### src/rtl/hid_serial_master_if.sv
// Byte-stream and hid bus signal bundle for the serial bus master.
// master modport: seen from the bridge; slave modport: seen from the UART FIFOs and bus fabric.
// Handshakes: rx/tx use valid&ready; hid bus is a single-beat strobe with fixed read latency.
interface hid_serial_master_if;
  logic        rx_valid;
  logic [7:0]  rx_data;
  logic        rx_ready;
  logic        tx_valid;
  logic [7:0]  tx_data;
  logic        tx_ready;
  logic        hid_en;
  logic [7:0]  hid_we;
  logic [17:0] hid_addr;
  logic [63:0] hid_wrdata;
  logic [63:0] hid_rddata;

  modport master (
    input  rx_valid, rx_data, tx_ready, hid_rddata,
    output rx_ready, tx_valid, tx_data, hid_en, hid_we, hid_addr, hid_wrdata
  );

  modport slave (
    output rx_valid, rx_data, tx_ready, hid_rddata,
    input  rx_ready, tx_valid, tx_data, hid_en, hid_we, hid_addr, hid_wrdata
  );
endinterface

### src/rtl/hid_serial_master.sv
// UART command frames ('R'/'W') -> single-beat hid bus accesses -> read data / ACK / NAK bytes.
// Latency: hid_en one cycle after the last frame byte; response RD_LATENCY+1 (read) or 1 (write) later.
// Backpressure: rx held off outside frame parsing; tx bytes held stable until tx_ready.
module hid_serial_master #(
  parameter int         RD_LATENCY     = 1,
  parameter int         TIMEOUT_CYCLES = 50000000,
  parameter logic [7:0] ACK_BYTE       = 8'h06,
  parameter logic [7:0] NAK_BYTE       = 8'h15
) (
  input  logic                 msoc_clk,
  input  logic                 rstn,
  hid_serial_master_if.master  bus,
  output logic                 busy,
  output logic                 frame_err
);

  localparam int TW = $clog2(TIMEOUT_CYCLES + 1);

  typedef enum logic [2:0] {IDLE, ADDR, MASK, DATA, BUS, WAIT, RESP, NAK} state_t;

  state_t        state, state_nxt;
  logic          is_wr;
  // Shared counter: address bytes, data bytes, read latency, then remaining response bytes.
  logic [2:0]    cnt;
  logic [17:0]   addr;
  logic [7:0]    mask;
  logic [63:0]   wrdata;
  logic [63:0]   resp;
  logic [TW-1:0] tmo;
  logic          in_frame, rx_fire, tx_fire, tmo_hit;

  // Handshake decode and outputs, all derived from registered state so reset clears them at once.
  always_comb begin
    in_frame       = (state == ADDR) || (state == MASK) || (state == DATA);
    bus.rx_ready   = (state == IDLE) || in_frame;
    rx_fire        = bus.rx_ready && bus.rx_valid;
    bus.tx_valid   = (state == RESP) || (state == NAK);
    tx_fire        = bus.tx_valid && bus.tx_ready;
    bus.tx_data    = (state == NAK) ? NAK_BYTE : resp[63:56];
    bus.hid_en     = (state == BUS);
    bus.hid_we     = ((state == BUS) && is_wr) ? mask : 8'h00;
    bus.hid_addr   = addr;
    bus.hid_wrdata = wrdata;
    // A byte landing on the final timeout cycle still wins over the abort.
    tmo_hit        = in_frame && !rx_fire && (tmo == TW'(TIMEOUT_CYCLES - 1));
    frame_err      = tmo_hit;
    busy           = (state != IDLE);
  end

  // Next-state selection for the frame parser / bus / response sequence.
  always_comb begin
    state_nxt = state;
    case (state)
      IDLE: if (rx_fire) state_nxt = (bus.rx_data == 8'h52 || bus.rx_data == 8'h57) ? ADDR : NAK;
      ADDR: if (tmo_hit) state_nxt = IDLE;
            else if (rx_fire && cnt == 3'd2) state_nxt = is_wr ? MASK : BUS;
      MASK: if (tmo_hit) state_nxt = IDLE;
            else if (rx_fire) state_nxt = (bus.rx_data == 8'h00) ? NAK : DATA;
      DATA: if (tmo_hit) state_nxt = IDLE;
            else if (rx_fire && cnt == 3'd7) state_nxt = BUS;
      BUS:  state_nxt = is_wr ? RESP : WAIT;
      WAIT: if (cnt == 3'(RD_LATENCY)) state_nxt = RESP;
      RESP: if (tx_fire && cnt == 3'd0) state_nxt = IDLE;
      NAK:  if (tx_fire) state_nxt = IDLE;
      default: state_nxt = IDLE;
    endcase
  end

  // State, frame capture, read-latency counting and response shifting.
  always_ff @(posedge msoc_clk or negedge rstn) begin
    if (!rstn) begin
      state  <= IDLE;
      is_wr  <= 1'b0;
      cnt    <= 3'd0;
      addr   <= 18'h0;
      mask   <= 8'h00;
      wrdata <= 64'h0;
      resp   <= 64'h0;
      tmo    <= '0;
    end else begin
      state <= state_nxt;
      if (!in_frame || rx_fire || tmo_hit) tmo <= '0;
      else                                 tmo <= tmo + 1'b1;
      case (state)
        IDLE: if (rx_fire) begin
          is_wr <= (bus.rx_data == 8'h57);
          cnt   <= 3'd0;
        end
        ADDR: if (rx_fire) begin
          addr <= {addr[9:0], bus.rx_data};
          cnt  <= cnt + 3'd1;
        end
        MASK: if (rx_fire) begin
          mask <= bus.rx_data;
          cnt  <= 3'd0;
        end
        DATA: if (rx_fire) begin
          wrdata <= {wrdata[55:0], bus.rx_data};
          cnt    <= cnt + 3'd1;
        end
        BUS: begin
          if (is_wr) begin
            resp <= {ACK_BYTE, 56'h0};
            cnt  <= 3'd0;
          end else begin
            cnt  <= 3'd1;
          end
        end
        WAIT: begin
          if (cnt == 3'(RD_LATENCY)) begin
            resp <= bus.hid_rddata;
            cnt  <= 3'd7;
          end else begin
            cnt  <= cnt + 3'd1;
          end
        end
        RESP: if (tx_fire) begin
          resp <= {resp[55:0], 8'h00};
          cnt  <= cnt - 3'd1;
        end
        default: ;
      endcase
    end
  end

endmodule

### src/flat_wrapper.sv
// flat-port wrapper written by rule: the top's interface ports become plain ports
module hid_serial_master_flat 
#(
  parameter int         RD_LATENCY     = 1,
  parameter int         TIMEOUT_CYCLES = 50000000,
  parameter logic [7:0] ACK_BYTE       = 8'h06,
  parameter logic [7:0] NAK_BYTE       = 8'h15
)
  (msoc_clk, rstn, busy, frame_err, bus_rx_valid, bus_rx_data, bus_tx_ready, bus_hid_rddata, bus_rx_ready, bus_tx_valid, bus_tx_data, bus_hid_en, bus_hid_we, bus_hid_addr, bus_hid_wrdata);
  hid_serial_master_if bus_i ();
  input  logic msoc_clk;
  input  logic rstn;
  output logic busy;
  output logic frame_err;
  input wire logic [$bits(bus_i.rx_valid)-1:0] bus_rx_valid;
  input wire logic [$bits(bus_i.rx_data)-1:0] bus_rx_data;
  input wire logic [$bits(bus_i.tx_ready)-1:0] bus_tx_ready;
  input wire logic [$bits(bus_i.hid_rddata)-1:0] bus_hid_rddata;
  output wire logic [$bits(bus_i.rx_ready)-1:0] bus_rx_ready;
  output wire logic [$bits(bus_i.tx_valid)-1:0] bus_tx_valid;
  output wire logic [$bits(bus_i.tx_data)-1:0] bus_tx_data;
  output wire logic [$bits(bus_i.hid_en)-1:0] bus_hid_en;
  output wire logic [$bits(bus_i.hid_we)-1:0] bus_hid_we;
  output wire logic [$bits(bus_i.hid_addr)-1:0] bus_hid_addr;
  output wire logic [$bits(bus_i.hid_wrdata)-1:0] bus_hid_wrdata;
  assign bus_i.rx_valid = bus_rx_valid;
  assign bus_i.rx_data = bus_rx_data;
  assign bus_i.tx_ready = bus_tx_ready;
  assign bus_i.hid_rddata = bus_hid_rddata;
  assign bus_rx_ready = bus_i.rx_ready;
  assign bus_tx_valid = bus_i.tx_valid;
  assign bus_tx_data = bus_i.tx_data;
  assign bus_hid_en = bus_i.hid_en;
  assign bus_hid_we = bus_i.hid_we;
  assign bus_hid_addr = bus_i.hid_addr;
  assign bus_hid_wrdata = bus_i.hid_wrdata;
  hid_serial_master #(.RD_LATENCY(RD_LATENCY), .TIMEOUT_CYCLES(TIMEOUT_CYCLES), .ACK_BYTE(ACK_BYTE), .NAK_BYTE(NAK_BYTE)) u_core (.msoc_clk(msoc_clk), .rstn(rstn), .bus(bus_i), .busy(busy), .frame_err(frame_err));
endmodule
### config.mk
export PLATFORM = sky130hd
export DESIGN_NAME = hid_serial_master_flat
export DESIGN_NICKNAME = d
export VERILOG_FILES = /design/src/rtl/hid_serial_master_if.sv /design/src/rtl/hid_serial_master.sv /design/src/flat_wrapper.sv
export SDC_FILE = /design/constraint.sdc
export NUM_CORES = 1
export LEC_CHECK = 0
export CORE_MARGIN = 2
export CORE_UTILIZATION = 40
export DETAILED_ROUTE_END_ITERATION = 7
export PLACE_DENSITY_LB_ADDON = 0.15
export SETUP_SLACK_MARGIN = 0.05
export SLEW_MARGIN = 20
export SYNTH_ARGS = -nofsm -noshare
export SYNTH_HDL_FRONTEND = slang
export SYNTH_SLANG_ARGS = --single-unit
### constraint.sdc
create_clock -name msoc_clk -period 2.5 [get_ports msoc_clk]
set_input_delay 0.75 -clock msoc_clk [delete_from_list [all_inputs] [get_ports msoc_clk]]
set_output_delay 0.75 -clock msoc_clk [all_outputs]
set_load 0.01 [all_outputs]
==> results of run 1 <==
worst min-delay path by stage:
stage                     slack, ns                  startpoint                                     to  depth (start not counted)
final                          0.16                        rstn  u_core.bus.hid_wrdata[47]$_DFFE_PN0P_                          1
after global routing           0.14                        rstn  u_core.bus.hid_wrdata[39]$_DFFE_PN0P_                          1
after CTS                      0.15                        rstn  u_core.bus.hid_wrdata[47]$_DFFE_PN0P_                          1
after detailed placement       0.49  u_core.mask[3]$_DFFE_PN0P_             u_core.mask[3]$_DFFE_PN0P_                          1
after global placement         0.48  u_core.mask[7]$_DFFE_PN0P_             u_core.mask[7]$_DFFE_PN0P_                          1
after floorplan                0.44     u_core.tmo[0]$_DFF_PN0_                u_core.tmo[0]$_DFF_PN0_                          1
cell families (layout without fill, tap and decap cells):
| logic type | Yosys count | in the layout | share of synthesized area (%) |
|---|---|---|---|
| buf+inv | 65 | 300 | 3.34 |
| mux | 91 | 91 | 12.4 |
| xor+xnor | 25 | 25 | 2.65 |
| fa+ha+maj | 7 | 7 | 1.06 |
| simple gates | 199 | 200 | 11.7 |
| compound gates | 157 | 157 | 12.1 |
| flops | 187 | 187 | 56.7 |
metrics by stage:
step	hold WS, ns	setup slack, ns
floorplan	0.444	0.228
global placement	0.482	-0.494
detailed placement	0.488	-0.529
CTS	0.147	-0.290
global route	0.144	-0.412
finish	0.163	-0.301
metal layers:
| layer | vias to the layer above | global-route usage (%) | wire length (µm) |
|---|---|---|---|
| met2 | 158 | 31.3 | 10000 |
| met3 | 23 | 3.92 | 923 |
| met5 | - | 0 | 0 |
| met4 | 0 | 5.63 | 244 |
| met1 | 3177 | 24.4 | 8920 |
| li1 | 3055 | - | - |
cell type report:
type                       instances  area (µm²)
clock buffer                      18         429
sequential                       187        4680
clock inverter                    14         176
timing repair buffer             249        2470
fill                            1683        8660
multi-input combinational        480        3410
tap                              270         338
inverter                          19        72.6
power by group:
| part | switching [mW] | leakage (nW) | internal (mW) |
|---|---|---|---|
| sequential | 0.791 | 2.36 | 4.25 |
| combinational | 2.51 | 2.30 | 2.94 |
| clock | 1.30 | 0.296 | 1.44 |
state kept, by name, indices dropped and copies added, names as in the netlist:
register	cells
u_core.bus.hid_wrdata	64
u_core.resp	64
u_core.tmo	26
u_core.bus.hid_addr	18
u_core.mask	8
u_core.cnt	3
u_core.state	3
u_core.is_wr	1
what timing repair did:
action | 4_1_cts | 5_1_grt
setup buffers | 16 | 5
resized for setup | 65 | 24
gates cloned | 1 | 2
endpoints found under the setup margin | 20 | 45
pin swaps | 12 | 6
worst max-delay path, cell delays in order, from the launching register on:
cell,delay [ns]
dfrtp_1,0.38
or4_4,0.55
nor4_4,0.31
nand4_1,0.16
inv_1,0.11
buf_6,0.11
cell usage after synthesis (all sizes together) (5+ instances only):
cell | count | area (µm²)
inv | 18 | 67.6
a22oi | 57 | 428
buf | 14 | 83.8
nand4 | 6 | 43.8
and4 | 6 | 53.8
nor4 | 5 | 37.5
and2 | 15 | 93.8
mux2 | 90 | 1010
xor2 | 8 | 70.1
ha | 7 | 87.6
a31oi | 5 | 31.3
nand2 | 19 | 71.3
a21oi | 62 | 310
nand3 | 21 | 105
o21ai | 13 | 65.1
nor3 | 12 | 60.1
clkbuf | 32 | 120
dfrtp | 187 | 4680
and3 | 7 | 45.1
nor2 | 94 | 353
xnor2 | 17 | 149
==> results.py, run 1 <==
metrics = {
    "die": {
        "dieArea_um2": 21800,
        "die_x_um": 148,
        "num_rows": 52,
        "die_h_um": 148,
        "initial_core_util_pct": 40.8,
        "core_um2": 20200,
        "io_pins": 179,
    },
    "final_layout": {
        "final_area_um2": 11600,
        "layout-drive-gt1-share_pct": 23.3,
        "final_util_pct": 57.2,
        "final_common_cell": "dfrtp_1",
        "layout_common_cells": "dfrtp_1, clkdlybuf4s50_1, nor2_1, mux2_2, a21oi_1",
        "final_nets": 1037,
        "n_antenna_cell": 0,
        "synthToLayoutAreaGrowth_pct": 40.3,
        "layout.cells.non_filler": 1237,
    },
    "synth": {
        "async_flop_share_pct": 100,
        "synth-edff-count": 0,
        "yosysSeqAreaShare_pct": 56.7,
        "ys_warn_count": 0,
        "syn_area_um2": 8250,
        "synthFlopType": "dfrtp_1",
        "synthesis.nets": 814,
        "ys_seq_elements": 187,
        "avgSynthCellArea_um2": 11.3,
        "synthCells": 731,
        "synth_cell_type_count": 49,
    },
    "worst_setup_path": {
        "worstPathArrival_ns": 2.05,
        "cp-start-kind": "flip-flop",
        "worstPathRequired_ns": 1.75,
        "crit_type": "flip-flop to output pin",
        "r2r_cells": 10,
        "r2r_setup_slack_ns": 0.18,
        "worstSetupEndpointType": "output pin",
        "worstSetupStartpoint": "u_core.tmo[11]$_DFF_PN0_",
        "reg2reg_from": "u_core.tmo[11]$_DFF_PN0_",
        "cp_max_fo": 2,
        "crit_end": "frame_err",
        "worstReg2RegEnd": "u_core.tmo[25]$_DFF_PN0_",
    },
    "run_status": {
        "outcome": "finished, violations left",
        "violations": "negative setup slack",
    },
    "global_route": {
        "antenna_found_initial": 0,
        "grt_max_degree": 74,
        "grt-ovfl-total": 0,
        "track_usage_pct": 18.7,
        "grt_pass1_wl_mm": 32.7,
        "first_global_vias": 6455,
    },
    "timing": {
        "setup_viol": 1,
        "tns_ns": -0.301,
        "finalCritPeriodShare_pct": 112,
        "hold_violations": 0,
        "tightestPinTransition_ns": 0.500,
        "slew_headroom_pct": 66.4,
        "rsz0062_at_grt": "yes",
        "fmax_mhz": 357,
        "skew_ns": 0.0132,
        "period_needed_ns": 2.80,
        "fin_ws_ns": -0.301,
        "slew_viol_final": 0,
    },
    "detailed_routing": {
        "drc": 0,
        "routedWlPerCell_um": 16.3,
        "vias": 6413,
        "final_antenna_net_count": 0,
        "drtIter0Drc": 392,
        "totalWireLength_mm": 20.1,
        "drt-pass1-iter-count": 5,
        "via_per_inst": 5.18,
    },
    "cts": {
        "cts.sinks": 187,
        "numCtsBuffers": 17,
        "htree_levels": 4,
        "clk_latency_ns": 0.43,
        "clk_pin_slew_ns": 0.08,
        "root_buffer": "clkbuf_16",
        "cts_tree": "yes",
        "hold_buffers": 0,
        "clock_path_buffers": 2,
    },
    "placement": {
        "place_inst": 1187,
        "place_area_um2": 10700,
        "port_buffers": 178,
        "gp_congestion": 0.843,
        "hpwl_mm": 14.0,
    },
    "pwr": {
        "powerDensity_nw_per_um2": 1140,
        "ir_worst_vdd_v": 0.000511,
        "power.total_mw": 13.2,
        "leakagePower_nw": 4.96,
    },
    "worst_hold_path": {
        "hp-class": "input pin to asynchronous set/reset pin",
    },
    "job": {
        "cap_violations": 0,
    },
}
(Power assumes the default switching activity.)
==> run 2, diff against run 1 <==
--- a/config.mk
+++ b/config.mk
@@ -8,7 +8,7 @@
 export CORE_MARGIN = 2
 export CORE_UTILIZATION = 40
 export DETAILED_ROUTE_END_ITERATION = 7
-export PLACE_DENSITY_LB_ADDON = 0.15
+export PLACE_DENSITY = 0.65
 export SETUP_SLACK_MARGIN = 0.05
 export SLEW_MARGIN = 20
 export SYNTH_ARGS = -nofsm -noshare
==> run 2 against run 1 <==
The run still ends with negative setup slack left. Cell count grew 0.81%. Sequential share of layout area decreased by 0.30 points. Sequential power about the same. Critical path depth is 1 higher. Core utilization grew 0.45 points. Wire length shrank 2.1%. First-iteration DRC count grew 5.9%. Hold slack improved by 0.080 ns. Non-clock buffer count increased by 10. Combinational power grew 0.9%. Critical endpoint unchanged. Largest cell class unchanged.
==> results.py, run 2 (synthesized netlist as in run 1, its figures left out) <==
metrics = {
    "run_status": {
        "outcome": "finished, violations left",
        "violations": "negative setup slack",
    },
    "worst_hold_path": {
        "hp-class": "input pin to asynchronous set/reset pin",
    },
    "global_route": {
        "first_global_vias": 6338,
        "grt_max_degree": 66,
        "antenna_found_initial": 0,
        "track_usage_pct": 18.6,
        "grt_pass1_wl_mm": 32.8,
        "grt-ovfl-total": 0,
    },
    "timing": {
        "skew_ns": 0.0125,
        "slew_viol_final": 0,
        "period_needed_ns": 2.91,
        "rsz0062_at_grt": "yes",
        "setup_viol": 1,
        "fmax_mhz": 344,
        "finalCritPeriodShare_pct": 116,
        "tightestPinTransition_ns": 0.561,
        "hold_violations": 0,
        "fin_ws_ns": -0.411,
        "holdWs_ns": 0.243,
        "tns_ns": -0.411,
        "slew_headroom_pct": 62.3,
    },
    "worst_setup_path": {
        "worstPathRequired_ns": 1.75,
        "cp_max_fo": 2,
        "worstPathArrival_ns": 2.16,
        "crit_type": "flip-flop to output pin",
        "cp-start-kind": "flip-flop",
        "worstSetupEndpointType": "output pin",
    },
    "detailed_routing": {
        "drc": 0,
        "via_per_inst": 5.13,
        "vias": 6392,
        "drt-pass1-iter-count": 4,
        "routedWlPerCell_um": 15.8,
        "totalWireLength_mm": 19.7,
        "drtIter0Drc": 415,
        "final_antenna_net_count": 0,
    },
    "final_layout": {
        "multiInputGateArea_um2": 3390,
        "layout-drive-gt1-share_pct": 24.9,
        "seqCellArea_um2": 4680,
        "final_nets": 1047,
        "synthToLayoutAreaGrowth_pct": 41.4,
        "n_antenna_cell": 0,
        "fill_cells": 1725,
        "layout.cells.non_filler": 1247,
        "layout_common_cells": "dfrtp_1, clkdlybuf4s50_1, mux2_2, nor2_1, a21oi_1",
        "final_common_cell": "dfrtp_1",
    },
    "die": {
        "core_um2": 20200,
        "die_h_um": 148,
        "io_pins": 179,
        "initial_core_util_pct": 40.8,
        "die_x_um": 148,
        "num_rows": 52,
        "dieArea_um2": 21800,
    },
    "pwr": {
        "power.total_mw": 13.1,
        "ir_worst_vdd_v": 0.000519,
        "powerDensity_nw_per_um2": 1130,
        "leakagePower_nw": 5.05,
    },
    "placement": {
        "port_buffers": 178,
        "gp_congestion": 0.839,
        "pre_cts_slack_ns": -0.696,
        "place_inst": 1196,
        "hpwl_mm": 13.3,
    },
    "cts": {
        "numCtsBuffers": 17,
        "clk_pin_slew_ns": 0.07,
        "cts_tree": "yes",
        "htree_levels": 4,
        "clk_latency_ns": 0.44,
        "cts.sinks": 187,
        "clock_path_buffers": 2,
        "root_buffer": "clkbuf_16",
    },
    "job": {
        "cap_violations": 0,
    },
}
==> run 2: cell count changes in the layout (fill, tap and decap cells not counted), sizes merged <==
cell	delta
clkdlybuf4s15	-5
bufinv	-1
buf	+14
dlymetal6s2s	+3
clkinvlp	+2
clkinv	-1
dlygate4sd2	-2
==> run 2: worst paths after layout <==
check	start	endpoint	slack [ns]	cells after the start
setup / recovery	u_core.tmo[9]$_DFF_PN0_	frame_err	-0.41	6
hold / removal	rstn	u_core.bus.hid_addr[12]$_DFFE_PN0P_	0.24	1
setup reg to reg	u_core.tmo[9]$_DFF_PN0_	u_core.state[1]$_DFFE_PN0P_	0.16	10
hold reg to reg	u_core.mask[4]$_DFFE_PN0P_	u_core.mask[4]$_DFFE_PN0P_	0.50	1
max in group asynchronous	rstn	u_core.mask[4]$_DFFE_PN0P_	1.61	2
min in group msoc_clk	u_core.mask[4]$_DFFE_PN0P_	u_core.mask[4]$_DFFE_PN0P_	0.50	1
==> run 2: critical path: stages (launching register included) <==
cell and delay (ns):
dfrtp_1 0.38, or4_4 0.55, nor4_4 0.30, buf_4 0.15, nand4_1 0.15, inv_1 0.09
buf_2 0.13
==> run 2: report_power, final <==
part	leakage (nW)	total (mW)	switching, mW	internal, mW
sequential	2.36	5.01	0.759	4.25
clock	0.277	2.63	1.29	1.34
combinational	2.41	5.50	2.50	3.00
total	5.05	13.1	4.55	8.58
==> run 2: layer usage <==
layer	share of wire, %	vias up	GRT usage, %
met5	0	-	0
met4	0.92	0	5.82
met3	6.0	13	4.35
met2	47	190	28.9
met1	46	3120	26.1
li1	-	3069	-
==> run 2: layout make-up <==
cell class / count / share of cell area, %
clock buffer: 18 / 3.68
clock inverter: 14 / 1.27
inverter: 19 / 0.622
multi-input combinational: 480 / 29.1
sequential: 187 / 40.1
tap: 270 / 2.90
timing repair buffer: 259 / 22.3
==> run 2: through the flow <==
step | util, % | area [µm²]
CTS | 58.1 | 11800
global placement | 53.5 | 10800
global route | 57.7 | 11700
detailed placement | 53.5 | 10800
floorplan | - | 8250
finish | 57.7 | 11700
==> run 2: what timing repair did <==
| item | in CTS | in global routing |
|---|---|---|
| resized for setup | 69 | 32 |
| hold buffers | 0 | 0 |
| setup buffers | 28 | 7 |
| cloned | 3 | 1 |
| pin swaps | 11 | 5 |
| endpoints found under the setup margin | 20 | 46 |
| endpoints found under the hold margin | 0 | 0 |
==> run 3, diff against run 2 <==
--- a/config.mk
+++ b/config.mk
@@ -5,10 +5,12 @@
 export SDC_FILE = /design/constraint.sdc
 export NUM_CORES = 1
 export LEC_CHECK = 0
+export CELL_PAD_IN_SITES_DETAIL_PLACEMENT = 1
+export CELL_PAD_IN_SITES_GLOBAL_PLACEMENT = 1
 export CORE_MARGIN = 2
 export CORE_UTILIZATION = 40
 export DETAILED_ROUTE_END_ITERATION = 7
-export PLACE_DENSITY = 0.65
+export PLACE_DENSITY_LB_ADDON = 0.1
 export SETUP_SLACK_MARGIN = 0.05
 export SLEW_MARGIN = 20
 export SYNTH_ARGS = -nofsm -noshare
==> run 3 against run 2 <==
The run still ends with negative setup slack left. Core utilization decreased by 1.2 points. Final area decreased by 2.2%. Global-route usage increased by 2.5 points. First-iteration DRC count decreased by 36%. Hold slack got worse by 0.11 ns. Register-to-register slack improved by 0.04 ns. Total power increased by 0.93%. Sequential power increased by 2%. Non-clock buffer count decreased by 21. Critical path type unchanged. Largest power group unchanged. Highest routed layer unchanged.
==> results.py, run 3 (synthesized netlist as in run 1, its figures left out) <==
metrics = {
    "cts": {
        "htree_levels": 4,
        "numCtsBuffers": 17,
        "cts_tree": "yes",
        "clock_path_buffers": 2,
        "clk_pin_slew_ns": 0.08,
        "root_buffer": "clkbuf_16",
        "clk_latency_ns": 0.43,
        "hold_buffers": 0,
        "cts.sinks": 187,
    },
    "final_layout": {
        "final_area_um2": 11400,
        "layout_common_cells": "dfrtp_1, clkdlybuf4s50_1, nor2_1, mux2_2, a21oi_1",
        "layout-drive-gt1-share_pct": 22.5,
        "layout.cells.non_filler": 1225,
        "synthToLayoutAreaGrowth_pct": 38.4,
        "n_antenna_cell": 0,
        "final_util_pct": 56.4,
        "final_nets": 1025,
        "final_common_cell": "dfrtp_1",
    },
    "placement": {
        "place_inst": 1182,
        "pre_cts_slack_ns": -0.491,
        "port_buffers": 178,
        "place_area_um2": 10700,
        "hpwl_mm": 15.5,
        "gp_congestion": 0.791,
    },
    "detailed_routing": {
        "routedWlPerCell_um": 18.3,
        "vias": 6459,
        "totalWireLength_mm": 22.4,
        "drtIter0Drc": 267,
        "final_antenna_net_count": 0,
        "via_per_inst": 5.27,
        "drt-pass1-iter-count": 4,
        "drc": 0,
    },
    "worst_setup_path": {
        "worstPathRequired_ns": 1.75,
        "path_delay_family": "simple AND/OR/NAND/NOR gates",
        "cpMaxStageDelayCell": "or4_4",
        "crit_path_max_incr_delay_ns": 0.54,
        "worstReg2RegEnd": "u_core.state[0]$_DFFE_PN0P_",
        "cp-start-kind": "flip-flop",
        "worstSetupEndpointType": "output pin",
        "crit_buf_inv": 2,
        "crit_type": "flip-flop to output pin",
        "r2r_cells": 9,
        "cp_max_fo": 2,
        "path_cells": "or4_4 > nor4_4 > nand4_1 > inv_1 > buf_2",
        "worstPathArrival_ns": 2.07,
        "r2r_setup_slack_ns": 0.20,
        "reg2reg_from": "u_core.tmo[10]$_DFF_PN0_",
    },
    "global_route": {
        "grt-ovfl-total": 0,
        "first_global_vias": 6932,
        "antenna_found_initial": 0,
        "grt_max_degree": 71,
        "track_usage_pct": 21.1,
        "grt_pass1_wl_mm": 36.5,
    },
    "job": {
        "cap_violations": 0,
    },
    "die": {
        "die_h_um": 148,
        "core_um2": 20200,
        "io_pins": 179,
        "initial_core_util_pct": 40.8,
        "dieArea_um2": 21800,
        "die_x_um": 148,
        "num_rows": 52,
    },
    "timing": {
        "slew_viol_final": 0,
        "setup_viol": 1,
        "skew_ns": 0.0110,
        "rsz0062_at_grt": "yes",
        "finalCritPeriodShare_pct": 113,
        "tightestPinTransition_ns": 0.402,
        "hold_violations": 0,
        "slew_headroom_pct": 73.0,
        "fin_ws_ns": -0.317,
        "fmax_mhz": 355,
        "period_needed_ns": 2.82,
    },
    "pwr": {
        "p_seq_share_pct": 38.6,
        "pwr-share-comb_pct": 40.4,
        "intPower_mw": 8.60,
        "p_clk_share_pct": 21.0,
        "power.total_mw": 13.3,
        "p_sw_mw": 4.66,
        "ir_worst_vdd_v": 0.000629,
        "powerDensity_nw_per_um2": 1160,
        "switching_share_pct": 35.1,
        "leakagePower_nw": 4.87,
    },
    "worst_hold_path": {
        "hp-class": "input pin to asynchronous set/reset pin",
    },
    "run_status": {
        "outcome": "finished, violations left",
        "violations": "negative setup slack",
    },
}
-- run 3: metal layers --
metal / track usage (%) / vias up / share of wire, %
li1: - / 3008 / -
met1: 26.2 / 3267 / 42
met2: 37.1 / 167 / 51
met3: 5.06 / 17 / 4.9
met4: 5.67 / 0 / 1.3
met5: 0 / - / 0
-- run 3: final cells by class --
type / instances / area [µm²]
Clock inverter: 15 / 173
Inverter: 19 / 73.8
Timing Repair Buffer: 238 / 2360
Clock buffer: 17 / 425
Fill cell: 2125 / 8820
Tap cell: 270 / 338
Sequential cell: 187 / 4680
Multi-Input combinational cell: 479 / 3370
-- run 3: how the worst max path moves through the flow --
stage / startpoint / depth (start not counted) / slack [ns] / endpoint
2_1_floorplan: u_core.tmo[11]$_DFF_PN0_ / 4 / 0.23 / frame_err
3_3_place_gp: bus_rx_valid / 5 / -0.39 / frame_err
3_5_place_dp: bus_rx_valid / 5 / -0.49 / frame_err
4_1_cts: u_core.tmo[7]$_DFF_PN0_ / 5 / -0.28 / frame_err
5_1_grt: u_core.tmo[8]$_DFF_PN0_ / 5 / -0.43 / frame_err
6_report: u_core.tmo[10]$_DFF_PN0_ / 5 / -0.32 / frame_err
-- run 3: metrics by stage --
step	setup TNS [ns]	hold WS (ns)
3_3_place_gp	-0.828	0.483
3_5_place_dp	-3.03	0.491
6_report	-0.317	0.134
5_1_grt	-0.428	0.115
2_1_floorplan	0	0.444
4_1_cts	-0.465	0.118
-- run 3: what timing repair did --
item / 4_1_cts / 5_1_grt
pin swaps: 6 / 6
resized for setup: 59 / 22
setup endpoints to repair: 21 / 16
setup buffers: 13 / 4
-- run 3: power by group through the flow --
stage / logic (mW) / registers [mW] / clock network, mW
5_1_grt: 5.86 / 5.29 / 2.96
6_report: 5.35 / 5.11 / 2.79
2_1_floorplan: 2.66 / 5.13 / 0
3_3_place_gp: 5.15 / 5.07 / 0
3_5_place_dp: 5.35 / 5.15 / 0
4_1_cts: 5.39 / 5.13 / 2.85
